==> src/rtl/carry_slice_sequencer_pkg.sv <==
// Shared types and defaults for the carry-slice sequencer: FSM state encoding,
// default widths and the index-width helper.
package carry_slice_sequencer_pkg;

    localparam int DEFAULT_WIDTH = 32;
    localparam int DEFAULT_SLICE = 8;

    typedef enum logic [1:0] {
        ST_IDLE = 2'd0,
        ST_RUN  = 2'd1,
        ST_DONE = 2'd2
    } state_t;

    // Slice index counter width; a single-slice configuration still needs one bit.
    function automatic int idx_width(input int n);
        return (n > 1) ? $clog2(n) : 1;
    endfunction

endpackage

==> src/rtl/carry_slice_sequencer_if.sv <==
// Operand/result handshake bundle for the carry-slice sequencer; master drives
// operands and out_ready, slave is the sequencer.
interface carry_slice_sequencer_if
    import carry_slice_sequencer_pkg::*;
#(
    parameter int WIDTH = DEFAULT_WIDTH
) ();

    logic             in_valid;
    logic             in_ready;
    logic [WIDTH-1:0] in_a;
    logic [WIDTH-1:0] in_b;
    logic             in_cin;
    logic             in_sub;
    logic             out_valid;
    logic             out_ready;
    logic [WIDTH-1:0] out_sum;
    logic             out_cout;
    logic             out_ovf;
    logic             busy;

    modport master (
        output in_valid, in_a, in_b, in_cin, in_sub, out_ready,
        input  in_ready, out_valid, out_sum, out_cout, out_ovf, busy
    );

    modport slave (
        input  in_valid, in_a, in_b, in_cin, in_sub, out_ready,
        output in_ready, out_valid, out_sum, out_cout, out_ovf, busy
    );

endinterface

==> src/rtl/carry_slice_sequencer_cla8_slice.sv <==
// SLICE-bit carry-lookahead adder slice: generate/propagate prefix terms give
// every internal carry directly from g, p and cin.
module cla8_slice
    import carry_slice_sequencer_pkg::*;
#(
    parameter int SLICE = DEFAULT_SLICE
) (
    input  logic [SLICE-1:0] i_a,
    input  logic [SLICE-1:0] i_b,
    input  logic             i_cin,
    output logic [SLICE-1:0] o_sum,
    output logic             o_carry_msb,
    output logic             o_cout
);

    logic [SLICE-1:0] w_g;
    logic [SLICE-1:0] w_p;
    logic [SLICE:0]   w_c;

    assign w_g = i_a & i_b;
    assign w_p = i_a ^ i_b;

    // c[i+1] = g[i] | p[i]g[i-1] | ... | p[i..0]cin, expanded per bit
    always_comb begin
        logic v_acc;
        logic v_prod;
        // NOTE: every always_comb target gets a default first so no path can infer a latch.
        w_c    = '0;
        v_acc  = 1'b0;
        v_prod = 1'b0;
        w_c[0] = i_cin;
        for (int i = 0; i < SLICE; i++) begin
            v_acc  = w_g[i];
            v_prod = w_p[i];
            for (int j = i - 1; j >= 0; j--) begin
                v_acc  = v_acc | (v_prod & w_g[j]);
                v_prod = v_prod & w_p[j];
            end
            w_c[i+1] = v_acc | (v_prod & i_cin);
        end
    end

    assign o_sum       = w_p ^ w_c[SLICE-1:0];
    assign o_carry_msb = w_c[SLICE-1];
    assign o_cout      = w_c[SLICE];

endmodule

==> src/rtl/carry_slice_sequencer.sv <==
// Multi-cycle WIDTH-bit add/subtract reusing one SLICE-bit lookahead slice per cycle.
// Optional macro CARRY_SLICE_EARLY_EXIT_EN finishes as soon as the upper slices are provably zero.
module carry_slice_sequencer
    import carry_slice_sequencer_pkg::*;
#(
    parameter int WIDTH = DEFAULT_WIDTH,
    parameter int SLICE = DEFAULT_SLICE
) (
    input logic               clock,
    input logic               reset,
    carry_slice_sequencer_if.slave bus
);

    localparam int N    = WIDTH / SLICE;
    localparam int IDXW = idx_width(N);

    if ((WIDTH % SLICE) != 0) begin : g_width_check
        $error("carry_slice_sequencer: WIDTH must be a multiple of SLICE");
    end

    state_t           r_state;
    logic [IDXW-1:0]  r_idx;
    logic             r_carry;
    logic [WIDTH-1:0] r_a;
    logic [WIDTH-1:0] r_b;
    logic [WIDTH-1:0] r_sum;
    logic             r_cout;
    logic             r_ovf;
    logic             r_out_valid;
    logic             r_busy;
    logic             r_in_ready;

    int               w_base;
    logic [SLICE-1:0] w_a_slice;
    logic [SLICE-1:0] w_b_slice;
    logic [SLICE-1:0] w_s_sum;
    logic             w_s_carry_msb;
    logic             w_s_cout;
    logic             w_last;
    logic             w_early_exit;
    logic             w_accept;

    assign w_base    = int'(r_idx) * SLICE;
    assign w_a_slice = r_a[w_base +: SLICE];
    assign w_b_slice = r_b[w_base +: SLICE];
    assign w_last    = (r_idx == IDXW'(N - 1));
    assign w_accept  = bus.in_valid && r_in_ready;

    cla8_slice #(.SLICE(SLICE)) u_slice (
        .i_a         (w_a_slice),
        .i_b         (w_b_slice),
        .i_cin       (r_carry),
        .o_sum       (w_s_sum),
        .o_carry_msb (w_s_carry_msb),
        .o_cout      (w_s_cout)
    );

`ifdef CARRY_SLICE_EARLY_EXIT_EN
    logic [WIDTH-1:0] w_upper;

    // With no carry and all-zero operand bits above, the remaining sum, cout and ovf are all 0.
    assign w_upper      = (r_a | r_b) >> ((int'(r_idx) + 1) * SLICE);
    assign w_early_exit = !w_last && !w_s_cout && (w_upper == '0);
`else
    assign w_early_exit = 1'b0;
`endif

    // NOTE: operand registers carry no reset; they are always loaded on accept before being read.
    always_ff @(posedge clock) begin
        if (w_accept) begin
            r_a <= bus.in_a;
            r_b <= bus.in_b ^ {WIDTH{bus.in_sub}};
        end
    end

    // NOTE: sequential state uses non-blocking assignments so every register samples pre-edge values.
    always_ff @(posedge clock) begin
        if (reset) begin
            r_state     <= ST_IDLE;
            r_idx       <= '0;
            r_carry     <= 1'b0;
            r_sum       <= '0;
            r_cout      <= 1'b0;
            r_ovf       <= 1'b0;
            r_out_valid <= 1'b0;
            r_busy      <= 1'b0;
            r_in_ready  <= 1'b1;
        end else begin
            case (r_state)
                ST_IDLE: begin
                    if (w_accept) begin
                        r_carry    <= bus.in_sub ? 1'b1 : bus.in_cin;
                        r_idx      <= '0;
                        r_sum      <= '0;
                        r_in_ready <= 1'b0;
                        r_busy     <= 1'b1;
                        r_state    <= ST_RUN;
                    end
                end
                ST_RUN: begin
                    r_sum[w_base +: SLICE] <= w_s_sum;
                    r_carry                <= w_s_cout;
                    r_idx                  <= r_idx + IDXW'(1);
                    if (w_last) begin
                        r_cout      <= w_s_cout;
                        r_ovf       <= w_s_carry_msb ^ w_s_cout;
                        r_out_valid <= 1'b1;
                        r_state     <= ST_DONE;
                    end else if (w_early_exit) begin
                        r_cout      <= 1'b0;
                        r_ovf       <= 1'b0;
                        r_out_valid <= 1'b1;
                        r_state     <= ST_DONE;
                    end
                end
                ST_DONE: begin
                    if (bus.out_ready) begin
                        r_out_valid <= 1'b0;
                        r_busy      <= 1'b0;
                        r_in_ready  <= 1'b1;
                        r_state     <= ST_IDLE;
                    end
                end
                default: begin
                    r_out_valid <= 1'b0;
                    r_busy      <= 1'b0;
                    r_in_ready  <= 1'b1;
                    r_state     <= ST_IDLE;
                end
            endcase
        end
    end

    assign bus.in_ready  = r_in_ready;
    assign bus.out_valid = r_out_valid;
    assign bus.out_sum   = r_sum;
    assign bus.out_cout  = r_cout;
    assign bus.out_ovf   = r_ovf;
    assign bus.busy      = r_busy;

endmodule
==> src/flat_wrapper.sv <==
// flat-port wrapper written by rule: the top's interface ports become plain ports
module carry_slice_sequencer_flat import carry_slice_sequencer_pkg::*;
#(
    parameter int WIDTH = DEFAULT_WIDTH,
    parameter int SLICE = DEFAULT_SLICE
)
  (clock, reset, bus_in_valid, bus_in_a, bus_in_b, bus_in_cin, bus_in_sub, bus_out_ready, bus_in_ready, bus_out_valid, bus_out_sum, bus_out_cout, bus_out_ovf, bus_busy);
  carry_slice_sequencer_if #(.WIDTH(WIDTH)) bus_i ();
  input logic clock;
  input logic reset;
  input wire logic [$bits(bus_i.in_valid)-1:0] bus_in_valid;
  input wire logic [$bits(bus_i.in_a)-1:0] bus_in_a;
  input wire logic [$bits(bus_i.in_b)-1:0] bus_in_b;
  input wire logic [$bits(bus_i.in_cin)-1:0] bus_in_cin;
  input wire logic [$bits(bus_i.in_sub)-1:0] bus_in_sub;
  input wire logic [$bits(bus_i.out_ready)-1:0] bus_out_ready;
  output wire logic [$bits(bus_i.in_ready)-1:0] bus_in_ready;
  output wire logic [$bits(bus_i.out_valid)-1:0] bus_out_valid;
  output wire logic [$bits(bus_i.out_sum)-1:0] bus_out_sum;
  output wire logic [$bits(bus_i.out_cout)-1:0] bus_out_cout;
  output wire logic [$bits(bus_i.out_ovf)-1:0] bus_out_ovf;
  output wire logic [$bits(bus_i.busy)-1:0] bus_busy;
  assign bus_i.in_valid = bus_in_valid;
  assign bus_i.in_a = bus_in_a;
  assign bus_i.in_b = bus_in_b;
  assign bus_i.in_cin = bus_in_cin;
  assign bus_i.in_sub = bus_in_sub;
  assign bus_i.out_ready = bus_out_ready;
  assign bus_in_ready = bus_i.in_ready;
  assign bus_out_valid = bus_i.out_valid;
  assign bus_out_sum = bus_i.out_sum;
  assign bus_out_cout = bus_i.out_cout;
  assign bus_out_ovf = bus_i.out_ovf;
  assign bus_busy = bus_i.busy;
  carry_slice_sequencer #(.WIDTH(WIDTH), .SLICE(SLICE)) u_core (.clock(clock), .reset(reset), .bus(bus_i));
endmodule
==> config.mk <==
export PLATFORM = sky130hd
export DESIGN_NAME = carry_slice_sequencer_flat
export DESIGN_NICKNAME = d
export VERILOG_FILES = /design/src/rtl/carry_slice_sequencer_pkg.sv /design/src/rtl/carry_slice_sequencer_if.sv /design/src/rtl/carry_slice_sequencer_cla8_slice.sv /design/src/rtl/carry_slice_sequencer.sv /design/src/flat_wrapper.sv
export SDC_FILE = /design/constraint.sdc
export NUM_CORES = 1
export LEC_CHECK = 0
export CAP_MARGIN = 40
export CORE_ASPECT_RATIO = 1.5
export CORE_MARGIN = 2
export CORE_UTILIZATION = 35
export CTS_CLUSTER_SIZE = 30
export DETAILED_ROUTE_END_ITERATION = 10
export PLACE_DENSITY_LB_ADDON = 0.25
export SLEW_MARGIN = 20
export SYNTH_ARGS = -nofsm -noshare
export SYNTH_HDL_FRONTEND = slang
export SYNTH_SLANG_ARGS = --single-unit
==> constraint.sdc <==
create_clock -name clock -period 5 [get_ports clock]
set_input_delay 1 -clock clock [delete_from_list [all_inputs] [get_ports clock]]
set_output_delay 1 -clock clock [all_outputs]
set_load 0.005 [all_outputs]
# [Word-level counts from Yosys, hierarchy flattened]
# Cells that the tools add are included.
[op_classes] shifts=4 addsub=2 bitwise=107 eq_ne=6 n_reduce_logical=8 muxes=20
[op_table] cell="1-bit bitwise AND" n=64
[op_table] cell="32-bit one-hot mux with 2 select lines" n=1
[op_table] cell="32-bit by 6-bit variable part select with 8-bit output" n=2
[op_table] cell="1-bit bitwise OR" n=36
[op_table] cell="5-bit negation with 33-bit output" n=1
[op_table] cell="8-bit by 33-bit variable shift with 32-bit output, first input constant" n=1
[op_table] cell="8-bit by 33-bit variable part select with 32-bit output" n=1
[op_table] cell="32-bit bitwise mux" n=1
[op_table] cell="32-bit 2-to-1 mux" n=1
[op_table] cell="32-bit bitwise XOR" n=1
[op_table] cell="8-bit bitwise XOR" n=2
[op_table] cell="1-bit one-hot mux with 3 select lines" n=3
[op_table] cell="3-bit AND reduction" n=3
[op_table] cell="8-bit bitwise AND" n=1
[op_table] cell="2-bit 2-to-1 mux" n=4
[op_table] cell="1-bit 2-to-1 mux" n=7
[op_table] cell="2-bit one-hot mux with 3 select lines" n=1
[op_table] cell="2-bit == test, second input constant" n=2
[op_table] cell="2-bit by 1-bit != test with 1-bit output, second input constant" n=2
[op_table] cell="2-bit one-hot mux with 2 select lines" n=1
[op_table] cell="2-bit AND reduction" n=2
[op_table] cell="2-bit by 1-bit adder with 2-bit output, second input constant" n=1
[op_table] cell="2-bit by 1-bit == test with 1-bit output, second input constant" n=1
[op_table] cell="2-bit zero test" n=1
[op_table] cell="other kinds (6)" n=7
[word_totals] ff_bits=106 output_inout_bits=37 word_cells=158 inputBits=70

# [Depth between registers and ports, before layout]
[depth] depth_word=14 depth_mapped=9

# [By module]
# Synthesis repeated with hierarchy kept, for this count alone.
[hier_totals] cells_unflattened=308 hier_area_um2=4554.4
[modules_own_cells] mod="carry_slice_sequencer" n_inst=1 area_each_um2=4182.8 cells_per_inst=261
[modules_own_cells] mod="cla8_slice" n_inst=1 area_each_um2=371.6 cells_per_inst=47

# [Worst setup path before layout]
# Ideal clock, no wire load.
[synth_path] path_kind="input to register" start="input port bus_in_valid" end="register u_core.r_sum[0], in the netlist u_core.bus.out_sum[0]" setup_ps=128 path_slack_ps=1374 required_time_ps=4872 n_path_buf=0 arrival_ps=3498 cell_stages=5 cell_sequence="and2_1 nand2b_1 a21o_1 a22oi_1 nor2_1"
[synth_between] elab_chain_cells=3
[synth_lines] item="start, declared" line_no="flat_wrapper.sv:11" text="input wire logic [$bits(bus_i.in_valid)-1:0] bus_in_valid;"
[synth_lines] item="1-bit logical AND" line_no="carry_slice_sequencer.sv:47" text="assign w_accept = bus.in_valid && r_in_ready;"
[synth_lines] item="2-bit by 1-bit != test with 1-bit output (no line)"
[synth_lines] item="2-bit AND reduction (no line)"
[synth_lines] item="end signal, assigned by index" line_no="carry_slice_sequencer.sv:101" text="r_sum[w_base +: SLICE] <= w_s_sum;"
[synth_lines] item="end, declared" line_no="carry_slice_sequencer.sv:26" text="logic [WIDTH-1:0] r_sum;"
# Every way passes these cells.
# A chain may end at the register's enable or synchronous reset.

# [Final worst setup path]
[layout_path] start="register u_core.r_idx[0]" end="register u_core.r_sum[7], in the netlist u_core.bus.out_sum[7]"
[layout_between] elab_chain_cells=14
[layout_lines] item="start, declared" line_no="carry_slice_sequencer.sv:22" text="logic [IDXW-1:0] r_idx;"
[layout_lines] item="start signal, assigned" line_no="carry_slice_sequencer.sv:103" text="r_idx <= r_idx + IDXW'(1);"
[layout_lines] item="32-bit by 6-bit variable part select with 8-bit output (on tied branches)" line_no="carry_slice_sequencer.sv:44, carry_slice_sequencer.sv:45"
[layout_lines] item="8-bit bitwise XOR or 8-bit bitwise AND (tied branches)" line_no="carry_slice_sequencer_cla8_slice.sv:21, carry_slice_sequencer_cla8_slice.sv:20"
[layout_lines] item="1-bit bitwise AND (on tied branches)" line_no="carry_slice_sequencer_cla8_slice.sv:36, carry_slice_sequencer_cla8_slice.sv:37"
[layout_lines] item="1-bit bitwise OR, or another cell as far along (5 in series)" line_no="carry_slice_sequencer_cla8_slice.sv:36" text="v_acc = v_acc | (v_prod & w_g[j]);"
[layout_lines] item="1-bit bitwise OR or 1-bit bitwise AND (tied branches)" line_no="carry_slice_sequencer_cla8_slice.sv:36, carry_slice_sequencer_cla8_slice.sv:39"
[layout_lines] item="1-bit bitwise OR" line_no="carry_slice_sequencer_cla8_slice.sv:39" text="w_c[i+1] = v_acc | (v_prod & i_cin);"
[layout_lines] item="8-bit bitwise XOR" line_no="carry_slice_sequencer_cla8_slice.sv:43" text="assign o_sum = w_p ^ w_c[SLICE-1:0];"
[layout_lines] item="8-bit by 33-bit variable part select with 32-bit output" line_no="carry_slice_sequencer.sv:101"
[layout_lines] item="32-bit bitwise mux (*)" line_no="carry_slice_sequencer.sv:101"
[layout_lines] item="32-bit one-hot mux with 2 select lines (*)" line_no="carry_slice_sequencer.sv:89" text="case (r_state)"
# Mark *: on every way between the ends. The rest lies on a longest branch, timed or not.

==> results.md <==
Clock tree:
- The deepest level of the CTS H-tree is 3.
- The clock tree from TritonCTS is built.
- The cell sitting at the root of the clock tree is a sky130_fd_sc_hd__clkbuf_16.
- The number of setup buffers added after CTS is 0.
- In this run, post-CTS hold repair placed 0 buffers.
- CTS saw 106 sinks.
- No sink is reached through more buffers than the 2 on the longest clock path.
- The number of gates resized after CTS is 0.
- Buffers inserted during clock tree synthesis total 9.
- The clock latency of the later-clocked register in the worst-skew pair is 350 ps.
- The clock input transition at the sequential cells of the worst setup and hold paths is 70 ps.

Yosys:
- The number of warning messages in the yosys log is 0.
- The number of storage elements in the synthesis netlist is 106.
- In this run the mean area of a mapped cell was 13.3 um2.
- The synthesized design spends more area on one cell type than any other, namely sky130_fd_sc_hd__edfxtp_1.
- The post-synthesis net count is about 430.
- By area the synthesized netlist is led by sky130_fd_sc_hd__edfxtp_1 41%, sky130_fd_sc_hd__dfxtp_1 18%, sky130_fd_sc_hd__mux4_2 7.7%.
- The top cell type's share of synthesized area is between 40% and 50%.
- The main flop type after synthesis is sky130_fd_sc_hd__edfxtp_1.
- After synthesis, the netlist uses 44 different library cells.
- The post-synthesis cell count is 350.
- In the synthesized netlist the async set-or-reset flop fraction comes to 0%.
- In this run, synthesis inferred 64 flip-flops with an integrated enable.
- The combined area of all synthesized cells is roughly 4700 um2.
- The register area share after synthesis is between 50% and 60%.

Floorplan:
- The top-level port count is 107.
- The die is 146 um tall.
- From left edge to right edge, the die measures 98.3 um.
- The floorplan step defined a die boundary enclosing 14,300 um2.
- In this run the standard cell core region covers 13,000 um2.
- The starting utilization of the core area is 35.9%.
- The total number of placement rows is 51.

Min path:
- The worst hold path belongs to the class reg -> reg.

Timing:
- Setup violations remaining at the end of the flow were counted as 0.
- The final number of hold-violating endpoints is 0.
- The final critical delay including setup and external delays is 3130 ps.
- Headroom to the max-slew limit came out at between 40% and 50%.
- The worst hold slack after final layout is between 400 and 500 ps.
- Setup repair after global routing left no endpoint under its margin.
- The clock arrives with 6.19 ps of skew.
- For the pin with the worst max-slew slack, the measured transition is just under 900 ps.
- The achievable clock frequency is between 0.3 and 0.4 GHz.
- Of the available clock period, the critical path in the final layout requires 62.7%.
- The setup total negative slack is 0 ps.
- The final max-slew violation count is 0.

GRT:
- Global routing consumed, on the met2 layer, about a quarter of the routing resources.
- The number of global-route vias before repair is roughly 3,200.
- The first global-routing pass estimated 16,000 um of wire.
- Across every metal layer, demand over resource in global routing totals 14.3%.
- The busiest metal layer after global routing is met2.
- The residual overflow from global routing is 0.
- The pin count of the biggest net entering global routing is 52.
- The met1 track demand over resource in global routing is 15.3%.
- The number of antenna violations at the first check in global routing is 0.
- The met3 track utilization from global routing is about 3.4%.

Route:
- The via count is just over 3,000.
- Once detail routing completed, the nets flagged for antenna violations numbered 0.
- The first routing iteration left 102 violations.
- The via density per instance is 5.02.
- The detailed-route wire length is a little over 10,000 um.
- In the final routed layout, each cell accounts on average for 16.2 um.
- For this run, design rule violations remaining after detail routing come to 0.
- The first detailed-routing pass ran for 5 iterations.

Finish:
- The final net count is between 500 and 600.
- The library cell used most frequently in the layout, excluding fill and tap cells, is sky130_fd_sc_hd__clkdlybuf4s50_1.
- In the layout the commonest cells are 105 x sky130_fd_sc_hd__clkdlybuf4s50_1, 64 x sky130_fd_sc_hd__edfxtp_1, 41 x sky130_fd_sc_hd__dfxtp_1.
- The share of layout cells above drive strength 1 is between 10% and 20%.
- The total inserted antenna cells is 0.
- The area growth from synthesis to layout is 33.2%.

Pwr:
- The leakage component of the power is between 2 and 2.5 nW.
- VDD sags by at most 0.141 mV.
- The power per cell area is 337 nW/um2.

Setup path:
- The worst setup path is captured at a register.
- The arrival time of the worst setup path is approximately 3400 ps.
- For the worst setup path, the data required time is ~5200 ps.
- The worst setup path is launched from a register.
- In this run the worst path has a maximum fanout of 25.
- The critical path is of the reg -> reg type.

Placement:
- The HPWL after detailed placement is 7830 um.
- The number of port buffers is 106.
- At the end of routability-driven placement, the weighted congestion stood at 0.881.

Job:
- The number of maximum-capacitance constraint violations is 0.

Run status:
- The run finished with clean final reports.
## layer usage
metal	routed length, um	vias up
li1	-	1523
met1	3900	1499
met2	5520	83
met3	446	14
met4	204	0
met5	0	-
## area by class of cell
type / instances / area, um2
clock buffer: 9 / 225
clock inverter: 7 / 76.3
fill: 1202 / 6790
inverter: 8 / 30.0
multi-input combinational: 221 / 1820
sequential: 106 / 2760
tap: 159 / 199
timing repair buffer: 111 / 1110
## cell usage after synthesis, types with 2 or more instances
library cell,count
sky130_fd_sc_hd__nand2b_1,3
sky130_fd_sc_hd__a21oi_1,15
sky130_fd_sc_hd__xnor2_1,2
sky130_fd_sc_hd__nand3_1,15
sky130_fd_sc_hd__o21ai_1,5
sky130_fd_sc_hd__o31ai_1,3
sky130_fd_sc_hd__o41ai_2,2
sky130_fd_sc_hd__clkbuf_1,9
sky130_fd_sc_hd__buf_2,5
sky130_fd_sc_hd__nand2_1,11
sky130_fd_sc_hd__nor3_1,5
sky130_fd_sc_hd__inv_1,7
sky130_fd_sc_hd__o21bai_1,2
sky130_fd_sc_hd__nor2_1,33
sky130_fd_sc_hd__a22oi_1,21
sky130_fd_sc_hd__a21o_1,7
sky130_fd_sc_hd__and3_1,2
sky130_fd_sc_hd__mux4_2,16
sky130_fd_sc_hd__edfxtp_1,64
sky130_fd_sc_hd__and2_1,2
sky130_fd_sc_hd__xor2_1,34
sky130_fd_sc_hd__o21a_1,3
sky130_fd_sc_hd__dfxtp_1,42
sky130_fd_sc_hd__ha_1,13
sky130_fd_sc_hd__o21ai_0,10
## metrics by stage
stage | worst slack [ps] | instance area [um2] | utilization, % | std cells | total power, W
2_1_floorplan | 1370 | 4670 | - | 350 | 0.00127
3_3_place_gp | 1900 | 5880 | 45.2 | 602 | 0.00140
3_5_place_dp | 1830 | 5900 | 45.3 | 603 | 0.00141
4_1_cts | 1820 | 6200 | 47.6 | 619 | 0.00211
5_1_grt | 1640 | 6220 | 47.8 | 621 | 0.00219
6_report | 1870 | 6220 | 47.8 | 621 | 0.00210
## kinds of logic after synthesis
kind of cell | synth area share [%]
AO/OA/AOI/OAI | 11.8
XOR/XNOR | 6.75
adder cells (fa/ha/maj) | 3.91
buffers and inverters | 1.98
flip-flops | 59.1
multiplexers | 7.93
AND/OR/NAND/NOR | 8.46
## sequential cells by signal, summed over array words and instances (netlist names), 2 cells and up
name	count
u_core.r_b	32
u_core.bus.out_sum	32
u_core.r_state	2
u_core.r_a	32
u_core.r_idx	2
## power by group
part           total [W]  switching [W]  internal (W)
clock           0.000707       0.000315      0.000392
combinational   0.000374       0.000194      0.000180
sequential       0.00101      0.0000280      0.000986
## path summary, 6_finish.rpt
path	cells past startpoint	to	slack, ps	start
setup / recovery	7	u_core.bus.out_sum[7]$_SDFFE_PP0P_	1870	u_core.r_idx[0]$_SDFFE_PP0P_
setup reg to reg	7	u_core.bus.out_sum[7]$_SDFFE_PP0P_	1870	u_core.r_idx[0]$_SDFFE_PP0P_
hold / removal	2	u_core.bus.out_sum[28]$_SDFFE_PP0P_	470	u_core.bus.out_sum[28]$_SDFFE_PP0P_
hold reg to reg	2	u_core.bus.out_sum[28]$_SDFFE_PP0P_	470	u_core.bus.out_sum[28]$_SDFFE_PP0P_
## critical path: stages (launching register included)
cell                       delay (ps)
sky130_fd_sc_hd__dfxtp_2          800
sky130_fd_sc_hd__mux4_2           630
sky130_fd_sc_hd__ha_1             370
sky130_fd_sc_hd__a211oi_4         350
sky130_fd_sc_hd__nor4_1           120
sky130_fd_sc_hd__or2_4            290
sky130_fd_sc_hd__o311ai_4         330
sky130_fd_sc_hd__o21ai_1          120
Power figures use the tool's default switching activity.
